==> src/rtl/pipeline_pkg.sv <==
// rtl/pipeline_pkg.sv - shared types and constants for the MIPS32 pipeline
package pipeline_pkg;

    localparam int DEFAULT_XLEN = 32;

    typedef enum logic [3:0] {
        ALU_ADD    = 4'h0,
        ALU_SUB    = 4'h1,
        ALU_AND    = 4'h2,
        ALU_OR     = 4'h3,
        ALU_XOR    = 4'h4,
        ALU_NOR    = 4'h5,
        ALU_SLT    = 4'h6,
        ALU_SLTU   = 4'h7,
        ALU_SLL    = 4'h8,
        ALU_SRL    = 4'h9,
        ALU_SRA    = 4'hA,
        ALU_LUI    = 4'hB,
        ALU_MUL    = 4'hC,
        ALU_PASS_B = 4'hD
    } alu_op_t;

    typedef logic [1:0] fwd_sel_t;

    localparam fwd_sel_t FWD_RF    = 2'b00;
    localparam fwd_sel_t FWD_MEMWB = 2'b01;
    localparam fwd_sel_t FWD_EXMEM = 2'b10;

    typedef enum logic {
        EX_IDLE     = 1'b0,
        EX_MUL_BUSY = 1'b1
    } ex_state_t;

endpackage

==> src/rtl/mul_iter.sv <==
// rtl/mul_iter.sv - iterative shift-add multiplier, one partial product per clock
module mul_iter
    import pipeline_pkg::*;
#(
    parameter int XLEN       = DEFAULT_XLEN,
    parameter int MUL_CYCLES = DEFAULT_XLEN
) (
    input  logic            clk,
    input  logic            rst,
    input  logic            start,
    input  logic            hold,
    input  logic            abort,
    input  logic [XLEN-1:0] a,
    input  logic [XLEN-1:0] b,
    output logic            done,
    output logic [XLEN-1:0] product
);

    localparam int CNT_W = (MUL_CYCLES > 1) ? $clog2(MUL_CYCLES) : 1;
    localparam logic [CNT_W-1:0] LAST = CNT_W'(MUL_CYCLES - 1);

    logic             running;
    logic [CNT_W-1:0] count;
    logic [XLEN-1:0]  mcand;
    logic [XLEN-1:0]  mplier;
    logic [XLEN-1:0]  acc;
    logic [XLEN-1:0]  acc_next;

    // product already includes the current step, so it is complete on the edge where done is high
    assign acc_next = acc + (mplier[0] ? mcand : '0);
    assign product  = acc_next;
    assign done     = running & (count == LAST);

    always_ff @(posedge clk or posedge rst) begin
        if (rst) begin
            running <= 1'b0;
            count   <= '0;
            mcand   <= '0;
            mplier  <= '0;
            acc     <= '0;
        end else if (abort) begin
            running <= 1'b0;
            count   <= '0;
        end else if (start) begin
            running <= 1'b1;
            count   <= '0;
            mcand   <= a;
            mplier  <= b;
            acc     <= '0;
        end else if (running && !hold) begin
            acc    <= acc_next;
            mcand  <= mcand << 1;
            mplier <= mplier >> 1;
            count  <= count + 1'b1;
            if (done) begin
                running <= 1'b0;
            end
        end
    end

endmodule

==> src/rtl/ex_stage.sv <==
// rtl/ex_stage.sv - MIPS32 execute stage: operand forwarding, ALU, iterative multiply, EX/MEM register
module ex_stage
    import pipeline_pkg::*;
#(
    parameter int XLEN       = DEFAULT_XLEN,
    parameter int MUL_CYCLES = DEFAULT_XLEN
) (
    input  logic            clk,
    input  logic            rst,
    input  logic            idex_valid,
    input  logic [XLEN-1:0] idex_rs1_data,
    input  logic [XLEN-1:0] idex_rs2_data,
    input  logic [XLEN-1:0] idex_imm,
    input  logic            idex_alu_src,
    input  logic [3:0]      idex_alu_op,
    input  logic [4:0]      idex_rd,
    input  logic            idex_reg_write,
    input  logic            idex_mem_read,
    input  logic            idex_mem_write,
    input  logic [1:0]      forward_a,
    input  logic [1:0]      forward_b,
    input  logic [XLEN-1:0] memwb_wb_data,
    input  logic            stall_in,
    input  logic            flush,
    output logic            exmem_valid,
    output logic            exmem_reg_write,
    output logic            exmem_mem_read,
    output logic            exmem_mem_write,
    output logic [XLEN-1:0] exmem_alu_result,
    output logic [XLEN-1:0] exmem_store_data,
    output logic [4:0]      exmem_rd,
    output logic            ex_busy
);

    localparam int SH_W = $clog2(XLEN);

    typedef struct packed {
        logic            valid;
        logic            reg_write;
        logic            mem_read;
        logic            mem_write;
        logic [4:0]      rd;
        logic [XLEN-1:0] alu_result;
        logic [XLEN-1:0] store_data;
    } exmem_t;

    ex_state_t       state;
    exmem_t          exmem_q;
    exmem_t          mul_ctrl;
    exmem_t          ex_res;
    exmem_t          mul_res;
    alu_op_t         alu_op;
    logic [XLEN-1:0] op_a;
    logic [XLEN-1:0] fwd_b;
    logic [XLEN-1:0] op_b;
    logic [XLEN-1:0] alu_out;
    logic [XLEN-1:0] mul_product;
    logic [SH_W-1:0] shamt;
    logic            is_mul;
    logic            mul_start;
    logic            mul_done;

    function automatic logic [XLEN-1:0] fwd_mux(input logic [1:0]      sel,
                                                input logic [XLEN-1:0] rf,
                                                input logic [XLEN-1:0] exmem,
                                                input logic [XLEN-1:0] memwb);
        case (sel)
            FWD_EXMEM: return exmem;
            FWD_MEMWB: return memwb;
            default:   return rf;
        endcase
    endfunction

    assign alu_op = alu_op_t'(idex_alu_op);
    assign op_a   = fwd_mux(forward_a, idex_rs1_data, exmem_q.alu_result, memwb_wb_data);
    assign fwd_b  = fwd_mux(forward_b, idex_rs2_data, exmem_q.alu_result, memwb_wb_data);
    assign op_b   = idex_alu_src ? idex_imm : fwd_b;
    assign shamt  = op_b[SH_W-1:0];

    always_comb begin
        alu_out = '0;
        case (alu_op)
            ALU_ADD:    alu_out = op_a + op_b;
            ALU_SUB:    alu_out = op_a - op_b;
            ALU_AND:    alu_out = op_a & op_b;
            ALU_OR:     alu_out = op_a | op_b;
            ALU_XOR:    alu_out = op_a ^ op_b;
            ALU_NOR:    alu_out = ~(op_a | op_b);
            ALU_SLT:    alu_out = {{(XLEN-1){1'b0}}, ($signed(op_a) < $signed(op_b))};
            ALU_SLTU:   alu_out = {{(XLEN-1){1'b0}}, (op_a < op_b)};
            ALU_SLL:    alu_out = op_a << shamt;
            ALU_SRL:    alu_out = op_a >> shamt;
            ALU_SRA:    alu_out = $signed(op_a) >>> shamt;
            ALU_LUI:    alu_out = op_b << 16;
            ALU_PASS_B: alu_out = op_b;
            default:    alu_out = '0;
        endcase
    end

    always_comb begin
        ex_res = '0;
        if (idex_valid) begin
            ex_res.valid      = 1'b1;
            ex_res.reg_write  = idex_reg_write;
            ex_res.mem_read   = idex_mem_read;
            ex_res.mem_write  = idex_mem_write;
            ex_res.rd         = idex_rd;
            ex_res.alu_result = alu_out;
            ex_res.store_data = fwd_b;
        end
        mul_res            = mul_ctrl;
        mul_res.alu_result = mul_product;
    end

    assign is_mul    = idex_valid & (alu_op == ALU_MUL);
    assign mul_start = (state == EX_IDLE) & is_mul & ~stall_in & ~flush;

    mul_iter #(
        .XLEN       (XLEN),
        .MUL_CYCLES (MUL_CYCLES)
    ) u_mul (
        .clk     (clk),
        .rst     (rst),
        .start   (mul_start),
        .hold    (stall_in),
        .abort   (flush),
        .a       (op_a),
        .b       (op_b),
        .done    (mul_done),
        .product (mul_product)
    );

    // Controls of a multiply are parked in mul_ctrl at start; EX/MEM shows bubbles until the product lands
    always_ff @(posedge clk or posedge rst) begin
        if (rst) begin
            state    <= EX_IDLE;
            exmem_q  <= '0;
            mul_ctrl <= '0;
        end else if (flush) begin
            state   <= EX_IDLE;
            exmem_q <= '0;
        end else if (!stall_in) begin
            case (state)
                EX_IDLE: begin
                    if (is_mul) begin
                        state    <= EX_MUL_BUSY;
                        mul_ctrl <= ex_res;
                        exmem_q  <= '0;
                    end else begin
                        exmem_q <= ex_res;
                    end
                end
                EX_MUL_BUSY: begin
                    if (mul_done) begin
                        state   <= EX_IDLE;
                        exmem_q <= mul_res;
                    end else begin
                        exmem_q <= '0;
                    end
                end
                default: state <= EX_IDLE;
            endcase
        end
    end

    assign ex_busy = ~rst & (stall_in
                           | ((state == EX_IDLE) & is_mul)
                           | ((state == EX_MUL_BUSY) & ~mul_done));

    assign exmem_valid      = exmem_q.valid;
    assign exmem_reg_write  = exmem_q.reg_write;
    assign exmem_mem_read   = exmem_q.mem_read;
    assign exmem_mem_write  = exmem_q.mem_write;
    assign exmem_rd         = exmem_q.rd;
    assign exmem_alu_result = exmem_q.alu_result;
    assign exmem_store_data = exmem_q.store_data;

endmodule

==> config.mk <==
export PLATFORM = sky130hd
export DESIGN_NAME = ex_stage
export DESIGN_NICKNAME = d
export VERILOG_FILES = /design/src/rtl/pipeline_pkg.sv /design/src/rtl/mul_iter.sv /design/src/rtl/ex_stage.sv
export SDC_FILE = /design/constraint.sdc
export NUM_CORES = 1
export LEC_CHECK = 0
export CAP_MARGIN = 10
export CORE_MARGIN = 1
export CORE_UTILIZATION = 40
export CTS_CLUSTER_SIZE = 25
export DETAILED_ROUTE_END_ITERATION = 8
export DONT_BUFFER_PORTS = 1
export GPL_ROUTABILITY_DRIVEN = 1
export SLEW_MARGIN = 5
export SYNTH_ARGS = -nofsm -noshare
export SYNTH_HDL_FRONTEND = slang
export SYNTH_SLANG_ARGS = --single-unit
==> constraint.sdc <==
create_clock -name clk -period 9.7 [get_ports clk]
set_clock_uncertainty 0.15 [all_clocks]
set_input_delay 1.94 -clock clk [delete_from_list [all_inputs] [get_ports clk]]
set_output_delay 1.94 -clock clk [all_outputs]
set_load 0.03 [all_outputs]
==> results.ini <==
[timing]
max_slew.worst_pin.slew_ns = 1.31
setup_viol = 0
slew_headroom_pct = 11.5
fmaxAchievable_ghz = 0.136
rsz0062_at_grt = no
tns_ns = 0
drv_slew = 0
period_share_pct = 75.7
period_needed_ns = 7.34
hold_violations = 0

[power]
leakage_nw = 10.5
switching_power_mw = 1.80
clkPwrFrac_pct = 28.3
p_comb_share_pct = 43.3
pwr_density_cell_mw_per_mm2 = 163
power.share.switching_pct = 45.6
power_frac_seq_pct = 28.5
finalPower_mw = 3.96
peakVddDrop_uv = 152
p_int_mw = 2.15

[cells_and_area]
nNetsFinal = 3141
seq_area_mm2 = 0.00543
drive_gt1_share_pct = 9.01
area_growth_pct = 8.16
multi_input_area_mm2 = 0.0156
fillers = 5749

[die]
die_w_um = 239
die_height_um = 239
row_count = 86
ioPinCount = 224
core_mm2 = 0.0553
initial_core_util_pct = 40.6
dieArea_mm2 = 0.0570

[placement]
place_hpwl_um = 102000
port_buffers = 0
gp_congestion = 1.14

[clock_network]
tritoncts = done
cts_buffers = 28
htreeDepth = 1
cts-root-buf = clkbuf_16
ctsResizeCount = 0
clkLatencyLatePin_ns = 0.62
post_cts.repair.setup_buffers = 0
path_clk_slew_ns = 0.06
clk_path_buf_depth = 3
clock-sinks = 217
cts_hold_repair.buffers = 0

[logic_synthesis]
synth-async-reset-ratio_pct = 100
synth_edf_count = 0
synth_cells = 2938
yosys_warnings = 0
syn-num-nets = 3225
synth.avg_cell_area_um2 = 7.64
ys_ff_latch = 217
yosysSeqAreaShare_pct = 24.2
synth.distinct_cells = 98
synth_flop_cell = dfrtp_1
syn-cell-area_mm2 = 0.0224

[drt]
drt_iter0_drc = 4303
firstDrtPassIters = 9
drc_errors = 0
wl_per_cell_um = 36.6
viasPerCell = 7.07
antenna_left = 0
num_vias = 25630
wirelength_um = 133000

[outcome]
status = finished, final reports clean

[critical_path]
cp.arrival_ns = 7.62
r2r_slack_ns = 3.98
crit_type = in2reg
endpoint_kind = register
crit_path_start_kind = primary input
cp_max_fo = 50
rr_worst_depth = 12
reg2reg_from = exmem_alu_result[16]$_DFFE_PP0P_
cp.required_ns = 9.98
rr_endpoint = exmem_alu_result[30]$_DFFE_PP0P_

[global_routing]
grt_util_met1_pct = 61.1
overflow = 0
use_met2_pct = 63.0
grt_pass1_vias = 23356
grt_pass1_wl_um = 183000
grt_max_degree = 106
met3_usage_pct = 12.8
antenna_found_initial = 4
grt.total_usage_pct = 45.1
grt.busiest_layer = met2

[job]
maxCapViolations = 0

[worst_hold_path]
min_to = mul_ctrl[67]$_DFFE_PP0P_
hold_path_depth = 2
hp-start = mul_ctrl[67]$_DFFE_PP0P_
hp-class = reg2reg

[worst max-delay path, cell delays in order]
cell and delay, ns:
inv_1 0.02, ha_1 0.26, buf_4 0.42, inv_1 0.48
o21ai_0 0.62, o21ai_0 0.18, buf_4 0.23, ha_1 0.52
nor4_1 0.66, nand4_1 0.18, a2111oi_2 0.60, o21ai_0 0.17
nand3_1 0.14, o22ai_1 0.15, o31ai_1 0.63, mux2i_1 0.30
nand4_1 0.10
[through the flow]
step / setup WS [ns] / cells / cell area [um^2] / utilization [%] / hold slack (ns)
2_1_floorplan: 1.67 / 2938 / 22400 / - / 0.285
3_3_place_gp: 2.09 / 3572 / 23300 / 42.2 / 0.300
5_1_grt: 2.18 / 3622 / 24300 / 43.9 / 0.347
3_5_place_dp: 2.01 / 3572 / 23300 / 42.2 / 0.308
4_1_cts: 2.61 / 3622 / 24300 / 43.9 / 0.321
6_report: 2.36 / 3624 / 24300 / 43.9 / 0.321
[logic make-up after synthesis]
kind of cell,synth area share (%)
DFF,24.2
AOI/OAI and AO/OA,31.7
xor gates and xnor gates,1.48
muxes,8.88
buffers and inverters,6.63
adders and majority gates,7.74
and+or+nand+nor,19.4
[per-layer routing]
layer	vias to the layer above	wire length [um]
met5	-	34
met3	412	16800
met4	4	9470
met2	1861	53500
met1	12633	52900
li1	10720	-
[flip-flops by register name, indices dropped and copies added, names as in the netlist]
name              count
u_mul.acc            32
exmem_reg_write       1
exmem_alu_result     32
exmem_mem_read        1
exmem_rd              5
exmem_mem_write       1
u_mul.mcand          32
u_mul.running         1
u_mul.mplier         32
exmem_valid           1
exmem_store_data     32
u_mul.count           5
mul_ctrl             41
state                 1
[power groups by stage]
stage,logic [mW],registers (mW),clock network (mW)
global placement,1.62,1.13,0
detailed placement,1.62,1.14,0
CTS,1.63,1.12,1.12
global route,1.77,1.14,1.15
floorplan,1.06,1.10,0
finish,1.71,1.13,1.12
[layout by cell type (no fill, tap or decap), types with 11 or more instances in the layout]
cell type,instances
a22oi_1,50
o31ai_1,19
ha_1,133
a21oi_1,187
a211oi_1,26
o21a_1,17
and2_1,42
a221oi_1,38
inv_1,105
a31oi_1,69
o2111ai_1,11
nand3_1,51
mux2i_1,176
clkbuf_16,28
nor4_1,15
xor2_1,18
nand4_1,27
o221ai_1,20
a311oi_1,11
dfrtp_1,217
nand2b_1,26
o21ai_1,26
o21bai_1,14
nor2_1,265
a21o_1,21
o21ai_2,12
nand2_1,377
nor3_1,46
o22ai_1,29
a22o_1,33
mux2_2,16
nor2b_1,25
buf_4,113
o21ai_0,256
and3_1,25
xnor2_1,20
a221o_1,79
o211ai_1,32
or3_1,13
[worst max path at each step]
stage	slack, ns	depth (start not counted)	end	start
floorplan	1.67	1	exmem_alu_result[0]$_DFFE_PP0P_	rst
detailed placement	2.01	16	exmem_alu_result[31]$_DFFE_PP0P_	forward_b[0]
global placement	2.09	17	exmem_alu_result[0]$_DFFE_PP0P_	forward_b[0]
global route	2.18	17	exmem_alu_result[24]$_DFFE_PP0P_	forward_b[0]
CTS	2.61	16	exmem_alu_result[31]$_DFFE_PP0P_	forward_b[0]
finish	2.36	17	exmem_alu_result[30]$_DFFE_PP0P_	forward_b[0]
[layout make-up]
class	count	area share, %
tap	748	3.86
sequential	217	22.4
timing repair buffer	113	3.50
clock inverter	16	0.861
inverter	115	1.89
multi-input combinational	2379	64.4
antenna	2	0.0206
clock buffer	34	3.06
[cells in the mapped netlist (all sizes together), types with 20 or more instances]
cell type	number	area share (%)
nand4	27	0.75
a21o	23	0.78
ha	134	7.5
a22o	33	1.3
a21oi	189	4.3
and2	44	1.2
o31ai	22	0.76
nor2b	25	0.70
buf	77	2.1
nor3	51	1.2
nand2	379	6.3
dfrtp	217	24
clkbuf	150	2.5
a31oi	70	2.0
inv	113	1.9
a221o	79	3.5
o21ai	294	6.7
mux2i	179	8.1
nor2	269	4.5
and3	26	0.72
a221oi	38	1.5
o22ai	29	0.81
a22oi	51	1.7
xnor2	20	0.78
nand3	51	1.1
a211oi	28	0.98
nand2b	26	0.72
o211ai	33	1.1
o221ai	21	0.85
(Power assumes the default switching activity.)
